**config.mk**
```make
export PLATFORM = sky130hd
export DESIGN_NAME = apb_multi_slave
export DESIGN_NICKNAME = d
export VERILOG_FILES = /design/src/rtl/apb_multi_slave.sv
export SDC_FILE = /design/constraint.sdc
export NUM_CORES = 1
export LEC_CHECK = 0
export ABC_CLOCK_PERIOD_IN_PS = 2000
export CAP_MARGIN = 20
export CORE_MARGIN = 5
export CORE_UTILIZATION = 55
export CTS_CLUSTER_DIAMETER = 150
export DETAILED_ROUTE_END_ITERATION = 8
export PLACE_DENSITY_LB_ADDON = 0.2
export RECOVER_POWER = 100
export SETUP_SLACK_MARGIN = 0.1
export SLEW_MARGIN = 20
export SYNTH_ARGS = -nofsm -noshare
export SYNTH_HDL_FRONTEND = slang
export SYNTH_SLANG_ARGS = --single-unit
export TNS_END_PERCENT = 5
```
**constraint.sdc**
```tcl
create_clock -name pclk -period 2 [get_ports pclk]
set_input_delay 0.2 -clock pclk [delete_from_list [all_inputs] [get_ports pclk]]
set_output_delay 0.2 -clock pclk [all_outputs]
set_load 0.005 [all_outputs]
```
**src/rtl/apb_multi_slave.sv**
```systemverilog
// apb_multi_slave: APB master FSM driving NUM_SLV internal register-file slaves.
// Latency: newd accepted at edge N -> done_o high for the cycle after edge N+2 (+WAIT_CYC with wait states).
// Backpressure: newd is ignored while busy_o=1; nothing is queued, the requester must retry once idle.
// Build option: define APB_WAIT_STATE_EN to make each slave insert WAIT_CYC wait states per access.
// Ports: pclk/presetn (clock, async active-low reset); slv_addr_in/addrin/datain/wr/newd (request);
//        busy_o/done_o/slverr_o/dataout (status and read data of the last completed transfer).
module apb_multi_slave #(
  parameter int NUM_SLV  = 3,
  parameter int SEL_W    = 2,
  parameter int ADDR_W   = 4,
  parameter int DATA_W   = 8,
  parameter int DEPTH    = 16,
  parameter int WAIT_CYC = 2
) (
  input  logic              pclk,
  input  logic              presetn,
  input  logic [SEL_W-1:0]  slv_addr_in,
  input  logic [ADDR_W-1:0] addrin,
  input  logic [DATA_W-1:0] datain,
  input  logic              wr,
  input  logic              newd,
  output logic              busy_o,
  output logic              done_o,
  output logic              slverr_o,
  output logic [DATA_W-1:0] dataout
);

  // Elaboration-time sanity check of the configuration.
  if (NUM_SLV < 1 || NUM_SLV > 4 || NUM_SLV > 2**SEL_W || DEPTH > 2**ADDR_W || WAIT_CYC < 0) begin : g_bad_cfg
    $error("apb_multi_slave: illegal parameter combination");
  end

  typedef enum logic [1:0] {S_IDLE, S_SETUP, S_ACCESS} state_e;

  state_e              state_q, state_d;
  logic [SEL_W-1:0]    sel_q;
  logic [ADDR_W-1:0]   addr_q;
  logic [DATA_W-1:0]   data_q;
  logic                wr_q;
  logic                done_q, slverr_q;
  logic [DATA_W-1:0]   dataout_q;
  logic [DATA_W-1:0]   mem_q [NUM_SLV][DEPTH];

  logic                dec_err;
  logic [NUM_SLV-1:0]  psel, pready;
  logic                penable;
  logic                sel_ready;
  logic                xfer_done;
  logic [DATA_W-1:0]   rdata;

  // Decode check on the captured request; X/Z screening exists only in simulation.
  always_comb begin
    dec_err = (int'(sel_q) >= NUM_SLV) || (int'(addr_q) >= DEPTH);
`ifndef SYNTHESIS
    if ($isunknown(sel_q) || $isunknown(addr_q) || (wr_q && $isunknown(data_q))) dec_err = 1'b1;
`endif
  end

  // An errored request never selects a slave, so no register can be touched.
  always_comb begin
    for (int s = 0; s < NUM_SLV; s++) begin
      psel[s] = (state_q != S_IDLE) && !dec_err && (int'(sel_q) == s);
    end
  end
  assign penable = (state_q == S_ACCESS);

`ifdef APB_WAIT_STATE_EN
  localparam int WAIT_W = (WAIT_CYC > 0) ? $clog2(WAIT_CYC + 1) : 1;
  logic [WAIT_W-1:0] wait_q [NUM_SLV];

  // Each slave counts its own ACCESS cycles and raises PREADY on the (WAIT_CYC+1)-th.
  always_comb begin
    for (int s = 0; s < NUM_SLV; s++) pready[s] = (int'(wait_q[s]) == WAIT_CYC);
  end

  always_ff @(posedge pclk or negedge presetn) begin
    if (!presetn) begin
      for (int s = 0; s < NUM_SLV; s++) wait_q[s] <= '0;
    end else begin
      for (int s = 0; s < NUM_SLV; s++) begin
        if (psel[s] && penable) begin
          wait_q[s] <= pready[s] ? '0 : wait_q[s] + WAIT_W'(1);
        end
      end
    end
  end
`else
  assign pready = '1;
`endif

  always_comb begin
    sel_ready = 1'b0;
    rdata     = '0;
    for (int s = 0; s < NUM_SLV; s++) begin
      if (psel[s]) sel_ready = pready[s];
      for (int a = 0; a < DEPTH; a++) begin
        if (int'(sel_q) == s && int'(addr_q) == a) rdata = mem_q[s][a];
      end
    end
  end

  // Decode errors complete on the first ACCESS cycle without waiting for any slave.
  assign xfer_done = penable && (dec_err || sel_ready);

  always_comb begin
    state_d = state_q;
    case (state_q)
      S_IDLE:   if (newd) state_d = S_SETUP;
      S_SETUP:  state_d = S_ACCESS;
      S_ACCESS: if (xfer_done) state_d = S_IDLE;
      default:  state_d = S_IDLE;
    endcase
  end

  always_ff @(posedge pclk or negedge presetn) begin
    if (!presetn) begin
      state_q   <= S_IDLE;
      sel_q     <= '0;
      addr_q    <= '0;
      data_q    <= '0;
      wr_q      <= 1'b0;
      done_q    <= 1'b0;
      slverr_q  <= 1'b0;
      dataout_q <= '0;
    end else begin
      state_q <= state_d;
      done_q  <= xfer_done;
      if (state_q == S_IDLE && newd) begin
        sel_q  <= slv_addr_in;
        addr_q <= addrin;
        data_q <= datain;
        wr_q   <= wr;
      end
      if (xfer_done) begin
        slverr_q <= dec_err;
        if (!dec_err && !wr_q) dataout_q <= rdata;
      end
    end
  end

  always_ff @(posedge pclk or negedge presetn) begin
    if (!presetn) begin
      for (int s = 0; s < NUM_SLV; s++)
        for (int a = 0; a < DEPTH; a++) mem_q[s][a] <= '0;
    end else begin
      for (int s = 0; s < NUM_SLV; s++)
        for (int a = 0; a < DEPTH; a++)
          if (psel[s] && penable && pready[s] && wr_q && int'(addr_q) == a) mem_q[s][a] <= data_q;
    end
  end

  assign busy_o   = (state_q != S_IDLE);
  assign done_o   = done_q;
  assign slverr_o = slverr_q;
  assign dataout  = dataout_q;

endmodule
```
==> impl_summary.md, run 1 <==
Layout
The layout net count is 2036. The layout has 2324 filler cells. After routing the design area is 27200 sq um. In the final layout, flip-flops and latches occupy 10300 sq um.

The area added between synthesis and finish is 33.5%. The repair_antennas step left the layout with diodes totalling 0. The area of the multi-input gates is 10600 sq um.

Of the cells placed in the final design, the portion with a size suffix greater than 1 is 0.521.

Drt
For this run, the detailed router's first-pass iteration total came to 7. The routed wirelength normalized by instance count is 27.4 microns. After detailed routing, the number of remaining DRC violations is 0.

After the first detailed-routing iteration, the DRC count stood at 2046. The number of nets with antenna violations after routing is 0. The routed wire length is 69100 microns. Using the TritonRoute via totals, the vias-per-cell ratio works out to 6.61. The total vias in the final route is 16700.

Yosys
Yosys mapped the design onto 74 distinct sky130hd cell types. For this run, the register share of the synthesized area comes to 0.505. In the synthesized netlist the async set-or-reset flop fraction comes to 1.00. Yosys mapped a number of flops with a built-in enable equal to 0. The total standard cell area after synthesis is between 20000 and 25000 sq um. The simple-gate share of the synthesized area is 0.0820. The fraction of the mapped netlist area in adder cells is 0.

The multiplexer share of the synthesized area is 0.265. The number of storage elements in the synthesis netlist is between 400 and 500. The count of mapped cells out of synthesis is between 1500 and 2000. The dominant synthesized flop cell is sky130_fd_sc_hd__dfrtp_1. A synthesized cell averages 11.9 sq um. The share of the synthesized area in compound gates (AO/OA/AOI/OAI) is 0.114. During synthesis, Yosys emitted a total of 0 warnings. The xor/xnor share of the synthesized area is 0. The combinational family with the most area after synthesis is multiplexers. The post-synth net total is 1727.

Place
The congestion estimate from routability-driven global placement came to 0.977. The count of buffers added on input and output ports is 28. The cell area reported after detailed placement is 23900 sq um. The wire-length estimate of the detail-placed layout is 45100 microns.

Clock tree
Counting along the longest clock path gives a buffer depth of 3. TritonCTS built the clock tree. The cell sitting at the root of the clock tree is a sky130_fd_sc_hd__clkbuf_16. The number of buffers added by the clock tree synthesis step is 45. The insertion delay to the later sink of the worst-skew pair is 0.59 ns. The TritonCTS sink count is 411. The clock-pin slew on the worst setup and hold paths is 0.06 ns.

The count of H-tree levels built during CTS is 2.

Pwr
The fraction of power spent switching nets is 0.334. Across the VDD grid, the largest voltage drop is 1090 uV. The internal power is 19.2 mW. The clock power share is 0.307.

For this design the total switching power over the nets is 9.64 mW. The leakage dissipation is between 10 and 15 nW. The power per standard cell area is 1060 nW/um^2. The proportion of power drawn by combinational gates is 0.325.

The sequential group share of total power is 0.368.

Critical path
STA classifies the critical path startpoint as a flop. Data on the critical path arrives at its endpoint at 3.02 ns. The critical path endpoint category is a flop. The path depth of the worst reg2reg path is 10. The worst setup path is of the flop to flop kind. The worst setup slack for register-to-register paths is -0.50 ns.

The worst register-to-register path begins at sel_q[1]. The required time of the critical path is 2.52 ns. In this run the critical register-to-register path is captured at dataout[5]. The top fanout value on the critical path is 8.

Global routing
The initial antenna violation count is 0. Entering global routing, the biggest net connects 86 pins. The wire length of the first global-routing pass is 105000 microns.

The via count of the first global-routing pass is roughly 17000. The total global routing track utilization is 0.331. After global routing the overflow that remains totals 0.

Die
The placeable core region is 36600 sq um. From bottom edge to top edge, the die measures 203 microns. The initialized floorplan defines 70 standard-cell rows. During I/O placement, the number of pins put on the boundary was 29. The area of the die is 41000 sq um. The die outline width is 203 microns. The starting utilization of the core area is 0.557.

Timing
Dividing the final minimum period by the clock period gives 1.25. The count of pins over their slew limit is 0. The worst pin sits at a relative slew slack of 0.398. The sum of negative setup slack is -58.59 ns. At the pin with the least slew margin, the transition time is 0.903 ns.

Setup repair after global routing could not meet its margin everywhere. The number of failing setup endpoints in the final timing report is 375. After layout, the worst setup slack is -0.498 ns. The worst path in the final design needs a cycle of 2.50 ns, including I/O delays and setup. The worst-case clock skew is 0.0247 ns.

Timing would allow up to 400 MHz. The final hold violation count came to 0.

Run status
The run finished, with violations left. The checks that failed: setup timing.

Hold path
The worst hold path terminates at data_q[0]. The worst hold path startpoint is datain[0]. Along the worst hold path, the cell count comes to 2.

The type of the tightest min-delay check is input pin to flop.

Job
Across the run, the number of max-cap violations was 0.
[how the worst max path moves through the flow]
stage	from	to	slack, ns	cells past startpoint
floorplan	sel_q[0]	dataout[0]	-0.07	9
global placement	addr_q[2]	dataout[1]	-0.91	9
detailed placement	addr_q[2]	dataout[1]	-0.93	9
CTS	addr_q[2]	dataout[0]	-0.55	9
global route	addr_q[2]	dataout[1]	-0.60	9
finish	sel_q[1]	dataout[5]	-0.50	10
[critical path, stage by stage, from the launching register on]
cell and delay (ns):
sky130_fd_sc_hd__dfrtp_2 0.47, sky130_fd_sc_hd__buf_6 0.15, sky130_fd_sc_hd__nor4b_4 0.41, sky130_fd_sc_hd__buf_4 0.18
sky130_fd_sc_hd__buf_4 0.12, sky130_fd_sc_hd__o221ai_1 0.15, sky130_fd_sc_hd__a211oi_2 0.37, sky130_fd_sc_hd__o21a_1 0.22
sky130_fd_sc_hd__o21ai_2 0.08, sky130_fd_sc_hd__a21oi_2 0.17, sky130_fd_sc_hd__o31a_1 0.15
[power by group through the flow]
stage	clock (mW)	combinational (mW)	sequential, mW
2_1_floorplan	0	4.39	10.1
3_3_place_gp	0	7.75	10.6
3_5_place_dp	0	7.87	10.7
4_1_cts	8.89	8.74	10.5
5_1_grt	9.26	9.78	10.7
6_report	8.83	9.38	10.6
[synth_stat cells, types with 4 or more instances]
library cell                count  share of area
sky130_fd_sc_hd__buf_2         63          0.015
sky130_fd_sc_hd__mux2_2       412           0.23
sky130_fd_sc_hd__o221ai_1      17         0.0073
sky130_fd_sc_hd__a211o_1        4         0.0017
sky130_fd_sc_hd__buf_1          8         0.0015
sky130_fd_sc_hd__clkbuf_1      67          0.012
sky130_fd_sc_hd__o31ai_1        7         0.0026
sky130_fd_sc_hd__a221oi_1      12         0.0052
sky130_fd_sc_hd__o21ai_0       92          0.023
sky130_fd_sc_hd__and2_1         6         0.0018
sky130_fd_sc_hd__nand2_1       70          0.013
sky130_fd_sc_hd__or4b_1         4         0.0020
sky130_fd_sc_hd__nor3_1        30         0.0074
sky130_fd_sc_hd__nand2b_1      10         0.0031
sky130_fd_sc_hd__a2111oi_0      7         0.0030
sky130_fd_sc_hd__nand4bb_1      4         0.0022
sky130_fd_sc_hd__o211ai_1       7         0.0026
sky130_fd_sc_hd__a311oi_1       8         0.0034
sky130_fd_sc_hd__inv_1          9         0.0017
sky130_fd_sc_hd__a211oi_1      15         0.0055
sky130_fd_sc_hd__mux4_2        13          0.014
sky130_fd_sc_hd__mux2i_1       46          0.023
sky130_fd_sc_hd__o2111ai_1      4         0.0017
sky130_fd_sc_hd__and3_1         8         0.0025
sky130_fd_sc_hd__dfrtp_1      411           0.50
sky130_fd_sc_hd__a22oi_1        9         0.0033
sky130_fd_sc_hd__nor2b_1        8         0.0025
sky130_fd_sc_hd__o22ai_1       29         0.0089
sky130_fd_sc_hd__a22o_1         5         0.0021
sky130_fd_sc_hd__buf_4          8         0.0029
sky130_fd_sc_hd__nand3_1       28         0.0069
sky130_fd_sc_hd__a21oi_1       89          0.022
sky130_fd_sc_hd__a31oi_1       20         0.0061
sky130_fd_sc_hd__nor2_2        41          0.013
sky130_fd_sc_hd__nor2_1        68          0.013
sky130_fd_sc_hd__o21ai_1        4        0.00098
[registers in the layout (all words and copies together) (netlist names)]
name      flops
data_q        8
wr_q          1
done_o        1
sel_q         2
state_q       2
mem_q       384
slverr_o      1
addr_q        4
dataout       8
[stage by stage]
stage | worst slack [ns] | hold WS, ns | power (mW) | cells | util
2_1_floorplan | -0.0727 | -0.0956 | 14.5 | 1709 | -
3_5_place_dp | -0.934 | 0.0983 | 18.6 | 2387 | 0.653
4_1_cts | -0.550 | 0.0795 | 28.2 | 2505 | 0.726
6_report | -0.498 | 0.222 | 28.8 | 2523 | 0.743
5_1_grt | -0.596 | 0.226 | 29.8 | 2523 | 0.743
3_3_place_gp | -0.906 | 0.0924 | 18.4 | 2387 | 0.653
[layout make-up]
cell class,count,share of cell area
timing repair buffer,410,0.149
sequential,411,0.379
clock buffer,64,0.0485
multi-input combinational,1141,0.391
clock inverter,20,0.00897
tap,468,0.0215
inverter,9,0.00124
[repair_timing]
action,CTS,global route
gates cloned,1,2
hold buffers,1,0
hold endpoints to repair,328,0
setup endpoints to repair,393,392
setup buffers,32,16
pin swaps,53,43
gates resized for setup,191,127
[logic make-up (layout without fill, tap and decap cells)]
group | count (synthesis) | in the layout
muxes | 471 | 471
AOI/OAI and AO/OA | 362 | 362
buffers and inverters | 157 | 503
DFF | 411 | 411
and+or+nand+nor | 308 | 308
[cell usage in the layout, fill, tap and decap left out, types with 8 or more instances in the layout]
| cell | n |
|---|---|
| sky130_fd_sc_hd__o21ai_2 | 8 |
| sky130_fd_sc_hd__clkbuf_8 | 9 |
| sky130_fd_sc_hd__nor2_4 | 47 |
| sky130_fd_sc_hd__buf_4 | 261 |
| sky130_fd_sc_hd__o21ai_1 | 15 |
| sky130_fd_sc_hd__nor3_2 | 8 |
| sky130_fd_sc_hd__mux2_4 | 76 |
| sky130_fd_sc_hd__clkbuf_16 | 49 |
| sky130_fd_sc_hd__clkdlybuf4s50_1 | 16 |
| sky130_fd_sc_hd__o21ai_0 | 72 |
| sky130_fd_sc_hd__clkinv_2 | 8 |
| sky130_fd_sc_hd__o221ai_1 | 14 |
| sky130_fd_sc_hd__buf_12 | 48 |
| sky130_fd_sc_hd__a21oi_2 | 14 |
| sky130_fd_sc_hd__nand3_1 | 25 |
| sky130_fd_sc_hd__mux2i_1 | 42 |
| sky130_fd_sc_hd__mux4_2 | 13 |
| sky130_fd_sc_hd__dlygate4sd3_1 | 11 |
| sky130_fd_sc_hd__nand2_1 | 60 |
| sky130_fd_sc_hd__mux2_2 | 336 |
| sky130_fd_sc_hd__a21oi_1 | 74 |
| sky130_fd_sc_hd__clkbuf_1 | 9 |
| sky130_fd_sc_hd__nor2_2 | 9 |
| sky130_fd_sc_hd__nor2_1 | 53 |
| sky130_fd_sc_hd__o22ai_1 | 23 |
| sky130_fd_sc_hd__buf_6 | 51 |
| sky130_fd_sc_hd__a31oi_1 | 18 |
| sky130_fd_sc_hd__nor3_1 | 21 |
| sky130_fd_sc_hd__nand2b_1 | 9 |
| sky130_fd_sc_hd__a211oi_1 | 9 |
| sky130_fd_sc_hd__dfrtp_1 | 401 |
| sky130_fd_sc_hd__a22oi_1 | 8 |
[per-layer routing]
metal  up-vias  track usage  wire length, microns
li1       6961            -                     -
met1      8510        0.490                 29500
met2       963        0.497                 30300
met3       241       0.0548                  6010
met4         0        0.121                  3280
met5         -            0                     0
(Power assumes the default switching activity.)
==> run 2, diff against run 1 <==
Settings changed: ABC_CLOCK_PERIOD_IN_PS 2000 to unset, RECOVER_POWER 100 to 50.
==> impl_summary.md, run 2 (same netlist as run 1, synthesis figures left out) <==
Critical path
The worst reg2reg path endpoint is dataout[6]. The top fanout value on the critical path is 9. The peak per-stage delay on the critical path is 0.61 ns. STA classifies the critical path endpoint as a flop. The critical path class is flop to flop. Measured in cells, the most critical reg-to-reg path has a length of 12. Traced cell by cell, the critical path runs through buf_6 > buf_8 > buf_12 > nand4b_1 > buf_4 > buf_6 > a21oi_1 > a21oi_1 > nor2_1 > o41ai_1 > a21oi_1 > o21ai_1. The required time of the critical path is 2.51 ns.

The cell type with the highest occurrence count on the critical path is sky130_fd_sc_hd__a21oi_1. The worst setup slack for register-to-register paths is -0.53 ns. The worst setup path is launched from a flop. The reg-to-reg critical path startpoint is addr_q[2]. The arrival time at the worst endpoint is 3.04 ns.

The critical path's slowest cell is sky130_fd_sc_hd__o41ai_1.

Die
The placeable core region is 36600 sq um. The initial utilization of the core area, before any placement, comes to 0.557. The floorplan row count is 70. The die outline width is ~200 microns. The chip height is 203 microns.

The floorplan step defined a die boundary enclosing 41000 sq um. Pin placement for this block handled 29 I/O pins.

Layout
At the end of the flow the core is filled with cells to 0.744. In the layout the commonest cells are 401 x sky130_fd_sc_hd__dfrtp_1, 336 x sky130_fd_sc_hd__mux2_2, 264 x sky130_fd_sc_hd__buf_4. 0 antenna diodes ended up in the layout. The multi-input combinational cells in the finished layout cover a total of 10600 sq um. The most flop-heavy register is mem_q. In the final layout, the share of cells above drive strength 1 is 0.521.

The most frequent standard cell in the layout excluding fill and tap cells is sky130_fd_sc_hd__dfrtp_1. The filler cells instantiated in the layout total 2316. The sequential cells in the finished layout cover a total of 10300 sq um. The number of flip-flops in the largest register is between 300 and 400.

The count of cells in the finished layout, fillers not included, comes to between 2000 and 3000. At the end of the flow, the number of nets in the layout was just over 2000. Compared with the post-synthesis result, the final layout area differs by 33.7%.

Drt
The number of design-rule violations left by the first detailed-router iteration is 2006. The total vias in the final route is 16500. The number of nets with antenna violations after routing is 0. In the routed design, unresolved DRC markers number 0. The routed wire length is 69100 microns. The total iterations of the first detailed-routing run is 6.

The number of vias per cell is 6.56. Dividing the detail-routed wire length by the instance count gives 27.4 microns.

Timing
Summed over all failing endpoints, the final setup total negative slack is -43.76 ns. The count of pins over their slew limit is 0. The maximum operating frequency is 395 MHz. The clock period minus worst slack is 2.53 ns. The final hold violation count is 0. At the pin with the least slew margin, the transition time is around 0.89 ns.

Setup violations remaining at the end of the flow were counted as 337. Clock skew on the completed layout was measured at approximately 0.025 ns. Measured against its own limit, the worst slew margin works out to 0.407.

Once routing completed, OpenROAD measured the worst setup slack at -0.535 ns. The fraction of the cycle the final worst path needs is 1.27. Setup repair after global routing could not meet its margin everywhere.

Run status
The run finished, with violations left. The checks that failed: setup timing.

Place
The placed wire-length estimate after detailed placement is 45100 microns. The cell count after placement is 2387. In this run the tool buffered the top-level ports with 28 buffer cells. The routability congestion estimate from global placement is 0.977. Before CTS, the worst setup slack after placement is -0.934 ns.

Hold path
The type of the tightest min-delay check is input pin to flop. The destination of the worst hold path is data_q[0]. Along the worst hold path, the cell count comes to 2. In this run the most critical hold path is launched from datain[0].

Pwr
The power after layout is 28.9 mW. Power spread over the standard cell area amounts to 1060 nW/um^2. The highest ir drop seen on vdd is 1090 uV.

The leakage dissipation is 12.4 nW.

Global routing
Entering global routing, the biggest net connects 86 pins. The via count of the first global-routing pass is 17000. The total global routing track utilization is 0.331. The initial antenna violation count is 0.

Global routing finished with a remaining overflow of 0. The first global-routing pass estimated roughly 110000 microns of wire.

Clock tree
In this run the number of H-tree levels came out at 2. The CTS tree is built. CTS placed an instance of sky130_fd_sc_hd__clkbuf_16 at the clock tree root.

After clock tree synthesis, the clock-pin slew on the worst setup and hold paths is 0.06 ns. No sink is reached through more buffers than the 3 on the longest clock path. The tree built by TritonCTS fans out to 411 sinks.

The later pin in the worst-skew pair is clocked with a latency of 0.59 ns. The number of buffers added by the clock tree synthesis step is 45.

Job
The number of max-cap violations is 0.
==> run 2: worst max-delay path by stage <==
stage | start | end | slack [ns] | cells past startpoint
6_report | addr_q[2] | dataout[6] | -0.53 | 12
5_1_grt | addr_q[2] | dataout[1] | -0.60 | 9
4_1_cts | addr_q[2] | dataout[0] | -0.55 | 9
3_5_place_dp | addr_q[2] | dataout[1] | -0.93 | 9
3_3_place_gp | addr_q[2] | dataout[1] | -0.91 | 9
2_1_floorplan | sel_q[0] | dataout[0] | -0.07 | 9
==> run 2: routing by layer <==
| metal | wire (microns) | vias to the layer above | GRT usage | share of wire |
|---|---|---|---|---|
| met4 | 3070 | 0 | 0.121 | 0.044 |
| met1 | 29200 | 8450 | 0.490 | 0.42 |
| met5 | 0 | - | 0 | 0 |
| li1 | - | 6960 | - | - |
| met3 | 6270 | 215 | 0.0548 | 0.091 |
| met2 | 30600 | 915 | 0.497 | 0.44 |
==> run 2: worst max-delay path: cells and delay by family, from the launching register on <==
family / cells / cell delay [ns]
AOI/OAI and AO/OA: 5 / 1.06
buffers and inverters: 5 / 0.76
DFF: 1 / 0.44
and+or+nand+nor: 2 / 0.18
==> run 2: power breakdown <==
part / internal [mW] / leakage (nW) / switching (mW)
registers: 9.55 / 5.64 / 1.06
clock network: 5.25 / 0.755 / 3.57
logic: 4.44 / 6.02 / 5.00
total: 19.2 / 12.4 / 9.63
==> run 2: layout make-up <==
cell class,count,share of cell area
Multi-Input combinational cell,1141,0.391
Sequential cell,411,0.378
Timing Repair Buffer,410,0.151
Clock buffer,64,0.0484
Tap cell,468,0.0215
Clock inverter,20,0.00895
Inverter,9,0.00124
==> run 2: through the flow <==
step / hold slack, ns / area [sq um]
after CTS: 0.0795 / 26600
after global routing: 0.226 / 27200
final: 0.219 / 27200
after detailed placement: 0.0983 / 23900
after floorplan: -0.0956 / 20700
after global placement: 0.0924 / 23900
==> run 2: repair_timing <==
item                                    CTS  global route
cloned                                    1             2
hold endpoints to repair                328             0
hold buffers                              1             0
buffers inserted                         32            16
endpoints found under the setup margin  393           392
pin swaps                                53            43
resized for setup                       191           127
